$ cat src/rtl/uart_frame_seq_if.sv
`default_nettype none
// +--------------------------------------------------------------------------+
// | Module   : uart_frame_seq_if                                             |
// | Brief    : Bundle of request/payload and transmitter handshake signals   |
// |            between a frame producer and the UART transmitter feeder.     |
// | Revision : 1.0  initial release                                          |
// +--------------------------------------------------------------------------+
interface uart_frame_seq_if #(
  parameter int PAYLOAD_BYTES = 6
);
  logic                         send;
  logic [8*PAYLOAD_BYTES-1:0]   payload;
  logic                         tx_done;
  logic                         trmt;
  logic [7:0]                   tx_data;
  logic                         busy;
  logic                         frame_done;

  // Requester / transmitter environment side
  modport master (
    output send, payload, tx_done,
    input  trmt, tx_data, busy, frame_done
  );

  // Frame sequencer side
  modport slave (
    input  send, payload, tx_done,
    output trmt, tx_data, busy, frame_done
  );
endinterface
`default_nettype wire

$ cat src/rtl/uart_frame_seq.sv
`default_nettype none
// +--------------------------------------------------------------------------+
// | Module   : uart_frame_seq                                                |
// | Brief    : Streams HEADER, LEN, payload bytes and an inverted additive   |
// |            checksum into a UART transmitter, one byte per trmt pulse,    |
// |            pacing itself on the transmitter's tx_done level.             |
// | Revision : 1.0  initial release                                          |
// +--------------------------------------------------------------------------+
module uart_frame_seq #(
  parameter int          PAYLOAD_BYTES = 6,
  parameter logic [7:0]  HEADER        = 8'hA5
) (
  input  wire logic           clk,
  input  wire logic           rst_n,
  uart_frame_seq_if.slave     bus
);

  localparam logic [7:0] c_len_byte = 8'(PAYLOAD_BYTES);
  localparam logic [4:0] c_last_idx = 5'(PAYLOAD_BYTES + 2);

  typedef enum logic [1:0] {
    S_IDLE = 2'd0,
    S_LOAD = 2'd1,
    S_CLR  = 2'd2,
    S_WAIT = 2'd3
  } state_t;

  state_t                       state_q,      state_d;
  logic [8*PAYLOAD_BYTES-1:0]   payload_q,    payload_d;
  logic [4:0]                   idx_q,        idx_d;
  logic [7:0]                   chk_q,        chk_d;
  logic                         trmt_q,       trmt_d;
  logic [7:0]                   tx_data_q,    tx_data_d;
  logic                         busy_q,       busy_d;
  logic                         frame_done_q, frame_done_d;
  logic [7:0]                   sel_byte;

  // Pick the byte belonging to the current frame position; the checksum slot
  // uses the running sum, which by then holds LEN plus every payload byte.
  always_comb begin
    sel_byte = 8'h00;
    if (idx_q == 5'd0) begin
      sel_byte = HEADER;
    end else if (idx_q == 5'd1) begin
      sel_byte = c_len_byte;
    end else if (idx_q == c_last_idx) begin
      sel_byte = ~chk_q;
    end else begin
      for (int k = 0; k < PAYLOAD_BYTES; k++) begin
        if (idx_q == 5'(k + 2)) begin
          sel_byte = payload_q[8*k +: 8];
        end
      end
    end
  end

  // Next-state and registered-output computation for the frame sequencer.
  always_comb begin
    state_d      = state_q;
    payload_d    = payload_q;
    idx_d        = idx_q;
    chk_d        = chk_q;
    trmt_d       = 1'b0;
    tx_data_d    = tx_data_q;
    busy_d       = busy_q;
    frame_done_d = 1'b0;

    unique case (state_q)
      S_IDLE: begin
        if (bus.send) begin
          payload_d = bus.payload;
          idx_d     = 5'd0;
          chk_d     = 8'h00;
          busy_d    = 1'b1;
          state_d   = S_LOAD;
        end
      end
      S_LOAD: begin
        trmt_d    = 1'b1;
        tx_data_d = sel_byte;
        // HEADER and the checksum itself do not contribute to the sum
        if ((idx_q != 5'd0) && (idx_q != c_last_idx)) begin
          chk_d = chk_q + sel_byte;
        end
        state_d = S_CLR;
      end
      S_CLR: begin
        // The transmitter still shows the previous tx_done here
        state_d = S_WAIT;
      end
      S_WAIT: begin
        if (bus.tx_done) begin
          if (idx_q == c_last_idx) begin
            frame_done_d = 1'b1;
            busy_d       = 1'b0;
            state_d      = S_IDLE;
          end else begin
            idx_d   = idx_q + 5'd1;
            state_d = S_LOAD;
          end
        end
      end
      default: state_d = S_IDLE;
    endcase
  end

  // State and output registers with synchronous active-low reset.
  always_ff @(posedge clk) begin
    if (!rst_n) begin
      state_q      <= S_IDLE;
      payload_q    <= '0;
      idx_q        <= 5'd0;
      chk_q        <= 8'h00;
      trmt_q       <= 1'b0;
      tx_data_q    <= 8'h00;
      busy_q       <= 1'b0;
      frame_done_q <= 1'b0;
    end else begin
      state_q      <= state_d;
      payload_q    <= payload_d;
      idx_q        <= idx_d;
      chk_q        <= chk_d;
      trmt_q       <= trmt_d;
      tx_data_q    <= tx_data_d;
      busy_q       <= busy_d;
      frame_done_q <= frame_done_d;
    end
  end

  assign bus.trmt       = trmt_q;
  assign bus.tx_data    = tx_data_q;
  assign bus.busy       = busy_q;
  assign bus.frame_done = frame_done_q;

endmodule
`default_nettype wire
$ cat src/flat_wrapper.sv
// flat-port wrapper written by rule: the top's interface ports become plain ports
module uart_frame_seq_flat 
#(
  parameter int          PAYLOAD_BYTES = 6,
  parameter logic [7:0]  HEADER        = 8'hA5
)
  (clk, rst_n, bus_send, bus_payload, bus_tx_done, bus_trmt, bus_tx_data, bus_busy, bus_frame_done);
  uart_frame_seq_if #(.PAYLOAD_BYTES(PAYLOAD_BYTES)) bus_i ();
  input  wire logic clk;
  input  wire logic rst_n;
  input wire logic [$bits(bus_i.send)-1:0] bus_send;
  input wire logic [$bits(bus_i.payload)-1:0] bus_payload;
  input wire logic [$bits(bus_i.tx_done)-1:0] bus_tx_done;
  output wire logic [$bits(bus_i.trmt)-1:0] bus_trmt;
  output wire logic [$bits(bus_i.tx_data)-1:0] bus_tx_data;
  output wire logic [$bits(bus_i.busy)-1:0] bus_busy;
  output wire logic [$bits(bus_i.frame_done)-1:0] bus_frame_done;
  assign bus_i.send = bus_send;
  assign bus_i.payload = bus_payload;
  assign bus_i.tx_done = bus_tx_done;
  assign bus_trmt = bus_i.trmt;
  assign bus_tx_data = bus_i.tx_data;
  assign bus_busy = bus_i.busy;
  assign bus_frame_done = bus_i.frame_done;
  uart_frame_seq #(.PAYLOAD_BYTES(PAYLOAD_BYTES), .HEADER(HEADER)) u_core (.clk(clk), .rst_n(rst_n), .bus(bus_i));
endmodule
$ cat config.mk
export PLATFORM = sky130hd
export DESIGN_NAME = uart_frame_seq_flat
export DESIGN_NICKNAME = d
export VERILOG_FILES = /design/src/rtl/uart_frame_seq_if.sv /design/src/rtl/uart_frame_seq.sv /design/src/flat_wrapper.sv
export SDC_FILE = /design/constraint.sdc
export NUM_CORES = 1
export LEC_CHECK = 0
export BUFFER_PORTS_ARGS = -buffer_cell sky130_fd_sc_hd__buf_4
export CAP_MARGIN = 20
export CORE_MARGIN = 2
export CORE_UTILIZATION = 51
export CTS_CLUSTER_SIZE = 20
export DETAILED_ROUTE_END_ITERATION = 12
export MAX_ROUTING_LAYER = met4
export PLACE_DENSITY_LB_ADDON = 0.3
export SYNTH_ARGS = -nofsm -noshare
export SYNTH_HDL_FRONTEND = slang
export SYNTH_SLANG_ARGS = --single-unit
$ cat constraint.sdc
create_clock -name clk -period 3.15 [get_ports clk]
set_clock_uncertainty 0.2 [all_clocks]
set_input_delay 0.1575 -clock clk [delete_from_list [all_inputs] [get_ports clk]]
set_output_delay 0.1575 -clock clk [all_outputs]
set_load 0.05 [all_outputs]
==> results.json, run 1 <==
{
  "rsz0062_at_grt": "yes",
  "violations": "negative setup slack",
  "worst-setup-path-type": "reg2reg",
  "num_io_pins": 63,
  "synthArstFlopShare": 0,
  "worstPathRequired_ns": 3.20,
  "crit_arrival_ns": 3.31,
  "dr.pass1.iters": 6,
  "routed_wl_mm": 11.86,
  "crit_buf_inv": 2,
  "grt_pass1_wl_mm": 19.62,
  "synthFlopType": "dfxtp_1",
  "ir_worst_vdd_mv": 0.4656,
  "antenna_found_initial": 0,
  "rows": 32,
  "critPathTopFamily": "compound AO/OA/AOI/OAI gates",
  "fin_crit_sh": 1.035,
  "critPathMaxFanout": 4,
  "power.density_nw_per_um2": 555.2,
  "worst_slew_pin_slew_ns": 0.8306,
  "yosysWarnings": 0,
  "synth_cells": 506,
  "most-common-layout-cells": "nand2_1, buf_4, dfxtp_1, a21boi_0, dlygate4sd3_1",
  "finalSetupViolations": 2,
  "drive_gt1_frac": 0.2680,
  "numCtsBuffers": 9,
  "synth-edff-count": 0,
  "syn-cell-area_sq_um": 3981,
  "path_clk_slew_ns": 0.08,
  "coreArea_sq_um": 7647,
  "crit_chain": "buf_6 -> ha_4 -> inv_4 -> nor4_4 -> nand2_1 -> o21ai_2 -> a22oi_2 -> o21a_1 -> nor2_2 -> ha_1 -> a21oi_2 -> nor2b_2 -> o21ai_2 -> a31oi_2 -> xnor2_1 -> o21ai_1 -> a22o_1",
  "die_w_um": 92.36,
  "crit_path_top_delay_cell": "dfxtp_4",
  "syn_nets": 574,
  "antenna_left": 0,
  "dpl.cell_count": 682,
  "die_area_sq_um": 8529,
  "num_antenna_cells": 0,
  "cts_buffer_depth": 2,
  "status": "finished, violations left",
  "drv_cap": 0,
  "via_per_inst": 5.424,
  "drc_errors": 0,
  "yosysSeqAreaShare": 0.3721,
  "timing.hold.ws_ns": 0.08024,
  "slew_violations": 0,
  "grtUsageTotal": 0.3010,
  "fin_crit_ns": 3.260,
  "areaGrowthSynthToFinish_pct": 44.85,
  "slowest_delay_ns": 0.40,
  "fmax_mhz": 306.8,
  "die_h_um": 92.36,
  "grt_pass1_vias": 4050,
  "hold_class": "in2reg",
  "yosysTopAreaCell": "dfxtp_1",
  "slew_headroom": 0.4438,
  "grt_max_degree": 73,
  "finalHoldViolCount": 0,
  "fillers": 544,
  "p_leak_nw": 2.303,
  "ys_types": 49,
  "drtIter0Drc": 298,
  "synth.avg_cell_area_sq_um": 7.868,
  "htree_levels": 3,
  "wl_per_cell_um": 15.71,
  "synth_top_area_share": 0.3721,
  "worst_skew_pair.late_latency_ns": 0.35,
  "gp_congestion": 0.9302,
  "start_util": 0.5206,
  "dp_slack_ns": -0.1366,
  "nets": 716,
  "synth_area_leaders": "dfxtp_1, nand2_1, a21boi_0, ha_1, a21oi_1",
  "end_kind": "flop",
  "fin_cells": 755,
  "place_area_sq_um": 4827,
  "cts_tree": "done",
  "cts_sinks": 74,
  "grt_overflow": 0,
  "design_area_sq_um": 5767,
  "synth-seq-cells": 74,
  "vias": 4095,
  "cpMostUsedCell": "o21ai_2",
  "hpwl_mm": 8.033,
  "layout_commonest_cell": "nand2_1",
  "port_buffers": 62,
  "tns_ns": -0.1608,
  "cp-start-kind": "flop",
  "setup_slack_ns": -0.1099,
  "cts_root_buf": "clkbuf_8"
}
-- final timing paths --
check                                         start                                 to  slack, ns  depth (start not counted)
hold reg to reg   u_core.payload_q[37]$_SDFFE_PN0P_  u_core.payload_q[37]$_SDFFE_PN0P_       0.27                          2
setup / recovery       u_core.idx_q[1]$_SDFFE_PN0P_       u_core.chk_q[7]$_SDFFE_PN0P_      -0.11                         17
setup reg to reg       u_core.idx_q[1]$_SDFFE_PN0P_       u_core.chk_q[7]$_SDFFE_PN0P_      -0.11                         17
hold / removal                             bus_send       u_core.idx_q[3]$_SDFFE_PN0P_       0.08                          4
-- worst min-delay path, cell delays in order --
cell and delay (ns):
buf_4 0.12, nand2_1 0.07, o21ai_0 0.14, nor2_1 0.12
-- where the power goes --
group	internal [W]	switching [W]
Clock	0.000466	0.000364
Sequential	0.00111	0.000135
Combinational	0.000443	0.000680
-- registers in the layout, summed over array words and instances, names as in the netlist --
name,count
u_core.bus.busy,1
u_core.bus.frame_done,1
u_core.bus.trmt,1
u_core.bus.tx_data,8
u_core.chk_q,8
u_core.idx_q,5
u_core.payload_q,48
u_core.state_q,2
-- Yosys cell counts (all sizes together), types with 6 or more instances --
library cell and count:
nor2 23, clkbuf 27, xor2 6, a31oi 6, nand2 117, nand2b 7, and2 9, nor2b 14
inv 14, o21ai 25, dfxtp 74, o2bb2ai 6, ha 15, a21oi 33, buf 10, a21boi 52
nand3 7
-- repair_timing --
item	CTS	global route
gates resized for setup	21	19
endpoints found under the setup margin	4	5
endpoints found under the hold margin	49	0
buffers inserted	6	2
hold buffers	49	0
pin swaps	13	21
-- final cells by class --
cell class                 instances  area, sq um  area share
clock buffer                      11        141.4     0.02452
clock inverter                     5        77.57     0.01345
inverter                          14        60.06     0.01041
multi-input combinational        381         2450      0.4248
sequential                        74         1490      0.2584
tap                              102        127.6     0.02213
timing repair buffer             168         1420      0.2463
-- kinds of logic (layout without fill, tap and decap cells) --
family | Yosys count | in the layout | share of synthesized area
XOR/XNOR | 9 | 9 | 0.01980
multiplexers | 5 | 5 | 0.01257
AO/OA/AOI/OAI | 154 | 154 | 0.2615
buffers and inverters | 51 | 198 | 0.05405
flip-flops | 74 | 74 | 0.3721
AND/OR/NAND/NOR | 197 | 197 | 0.2278
adder cells (fa/ha/maj) | 16 | 16 | 0.05217
-- routing by layer --
metal / vias up / track usage / share of wire
met5: - / - / 0
met2: 139 / 0.5085 / 0.49
met1: 1919 / 0.3775 / 0.44
met4: 0 / 0.06841 / 0.014
met3: 15 / 0.05452 / 0.053
li1: 2022 / - / -
-- metrics by stage --
step | utilization | power, W
5_1_grt | 0.7541 | 0.003400
3_3_place_gp | 0.6312 | 0.002255
2_1_floorplan | - | 0.001962
3_5_place_dp | 0.6312 | 0.002294
4_1_cts | 0.7423 | 0.003177
6_report | 0.7541 | 0.003202
Note: power is estimated with default switching activity, not from simulation.
==> inputs of run 2 (changes only) <==
--- a/config.mk
+++ b/config.mk
@@ -13,6 +13,7 @@
 export DETAILED_ROUTE_END_ITERATION = 12
 export MAX_ROUTING_LAYER = met4
 export PLACE_DENSITY_LB_ADDON = 0.3
+export RECOVER_POWER = 50
 export SYNTH_ARGS = -nofsm -noshare
 export SYNTH_HDL_FRONTEND = slang
 export SYNTH_SLANG_ARGS = --single-unit
==> run 2 against run 1 <==
- the flow still finishes with violations (negative setup slack)
- wire length increased by 0.13%
- total power decreased by 0.99%
- final cell count unchanged
- setup slack improved by 0.012 ns
- critical path depth unchanged
- sequential cell count unchanged
- final area decreased by 0.89%
- register-to-register slack about the same
- clock-buffer cell count unchanged
- first-iteration DRC count decreased by 0.34%
- combinational power about the same
- worst hold slack improved by 0.00099 ns
- largest power group unchanged
==> results.json, run 2 (same netlist as run 1, synthesis figures left out) <==
{
  "drc_errors": 0,
  "die_h_um": 92.36,
  "fin_crit_ns": 3.248,
  "p_leak_nw": 2.251,
  "grt_pass1_vias": 4050,
  "dr.pass1.iters": 5,
  "p_int_w": 0.001996,
  "fmax_mhz": 307.9,
  "crit_arrival_ns": 3.29,
  "antenna_left": 0,
  "critPathMaxFanout": 4,
  "num_antenna_cells": 0,
  "fillers": 562,
  "power.density_nw_per_um2": 554.6,
  "wl_per_cell_um": 15.73,
  "drive_gt1_frac": 0.2481,
  "via_per_inst": 5.426,
  "rsz0062_at_grt": "yes",
  "numCtsBuffers": 9,
  "slew_violations": 0,
  "drtIter0Drc": 297,
  "power_frac_comb": 0.346,
  "slowest_delay_ns": 0.40,
  "r2r_start": "u_core.idx_q[1]$_SDFFE_PN0P_",
  "gp_congestion": 0.9302,
  "port_buffers": 62,
  "cpMostUsedCell": "o21ai_2",
  "worst-setup-path-type": "reg2reg",
  "most-common-layout-cells": "nand2_1, buf_4, dfxtp_1, a21boi_0, dlygate4sd3_1",
  "fin_crit_sh": 1.031,
  "worst_skew_pair.late_latency_ns": 0.35,
  "grt_pass1_wl_mm": 19.62,
  "htree_levels": 3,
  "die_w_um": 92.36,
  "place_area_sq_um": 4827,
  "grtUsageTotal": 0.3010,
  "hpwl_mm": 8.033,
  "start_util": 0.5206,
  "finalSetupViolations": 2,
  "cp-start-kind": "flop",
  "num_io_pins": 63,
  "drv_cap": 0,
  "largest_reg_flops": 48,
  "design_area_sq_um": 5715,
  "worstPathRequired_ns": 3.20,
  "power_frac_clock": 0.260,
  "hold_class": "in2reg",
  "slew_headroom": 0.3725,
  "layout_commonest_cell": "nand2_1",
  "vias": 4097,
  "cts_tree": "done",
  "cp-startpoint": "u_core.idx_q[1]$_SDFFE_PN0P_",
  "routed_wl_mm": 11.88,
  "ff_latch_area_sq_um": 1490,
  "crit_path_top_delay_cell": "dfxtp_4",
  "multi_input_area_sq_um": 2446,
  "regMostFlops": "u_core.payload_q",
  "swShare": 0.3704,
  "crit_chain": "buf_6 -> ha_4 -> inv_4 -> nor4_4 -> nand2_1 -> o21ai_2 -> a22oi_2 -> o21a_1 -> nor2_2 -> ha_1 -> a21oi_2 -> nor2b_2 -> o21ai_2 -> a31oi_2 -> xnor2_1 -> o21ai_1 -> a22o_1",
  "ir_worst_vdd_mv": 0.4660,
  "worst_slew_pin_slew_ns": 0.9412,
  "power_w": 0.003170,
  "die_area_sq_um": 8529,
  "grt_overflow": 0,
  "setup_slack_ns": -0.09794,
  "p_switching_w": 0.001174,
  "areaGrowthSynthToFinish_pct": 43.56,
  "status": "finished, violations left",
  "coreArea_sq_um": 7647,
  "grt_max_degree": 73,
  "cts_sinks": 74,
  "path_clk_slew_ns": 0.08,
  "hp-start": "bus_send",
  "end_kind": "flop",
  "cts_buffer_depth": 2,
  "finalHoldViolCount": 0,
  "nets": 716,
  "cts_root_buf": "clkbuf_8",
  "antenna_found_initial": 0,
  "rows": 32,
  "violations": "negative setup slack",
  "p_seq_frac": 0.394
}
==> run 2: cell type report <==
cell class	instances	share of cell area
inverter	14	0.01051
tap	102	0.02233
sequential	74	0.2607
multi-input combinational	381	0.4280
timing repair buffer	168	0.2401
clock inverter	5	0.01357
clock buffer	11	0.02474
==> run 2: worst max-delay path, delay by kind of cell (launching register included) <==
family                     cells  cell delay [ns]
buffers and inverters          2             0.15
xor gates and xnor gates       1             0.20
DFF                            1             0.40
adders and majority gates      2             0.41
AOI/OAI and AO/OA              8             1.12
and+or+nand+nor                4             0.66
==> run 2: path summary, 6_finish.rpt <==
| kind | slack (ns) | cells past startpoint | to |
|---|---|---|---|
| max | -0.1 | 17 | u_core.chk_q[7]$_SDFFE_PN0P_ |
| min | 0.08 | 4 | u_core.idx_q[3]$_SDFFE_PN0P_ |
| max reg2reg | -0.1 | 17 | u_core.chk_q[7]$_SDFFE_PN0P_ |
| min reg2reg | 0.27 | 2 | u_core.payload_q[37]$_SDFFE_PN0P_ |
==> run 2: routing by layer <==
metal  track usage  vias to the layer above  routed length [um]
met5             -                        -                   0
met4       0.06841                        0                 180
met3       0.05452                       16                 587
met2        0.5085                      145                5797
met1        0.3775                     1918                5310
li1              -                     2018                   -
==> run 2: power by group through the flow <==
stage / Sequential (W) / Combinational (W) / Clock [W]
5_1_grt: 0.00126 / 0.00123 / 0.000876
6_report: 0.00125 / 0.00110 / 0.000824
2_1_floorplan: 0.00131 / 0.000652 / 0
3_3_place_gp: 0.00126 / 0.00100 / 0
4_1_cts: 0.00125 / 0.00110 / 0.000835
3_5_place_dp: 0.00127 / 0.00103 / 0
==> run 2: repair_timing <==
item | 4_1_cts | 5_1_grt
hold buffers | 49 | 0
endpoints found under the hold margin | 49 | 0
setup endpoints to repair | 4 | 5
pin swaps | 13 | 21
buffers inserted | 6 | 2
resized for setup | 21 | 19
==> run 2: metrics by stage <==
stage / setup TNS (ns) / setup WS [ns] / utilization / hold WS (ns) / instances
final: -0.1586 / -0.09794 / 0.7474 / 0.08123 / 755
after global routing: -0.8120 / -0.2478 / 0.7474 / 0.1093 / 755
after CTS: -0.1640 / -0.08526 / 0.7423 / 0.07721 / 753
after detailed placement: -0.3010 / -0.1366 / 0.6312 / 0.2279 / 682
after global placement: -0.1089 / -0.08901 / 0.6312 / 0.2197 / 682
after floorplan: -0.04652 / -0.04652 / - / 0.1024 / 506
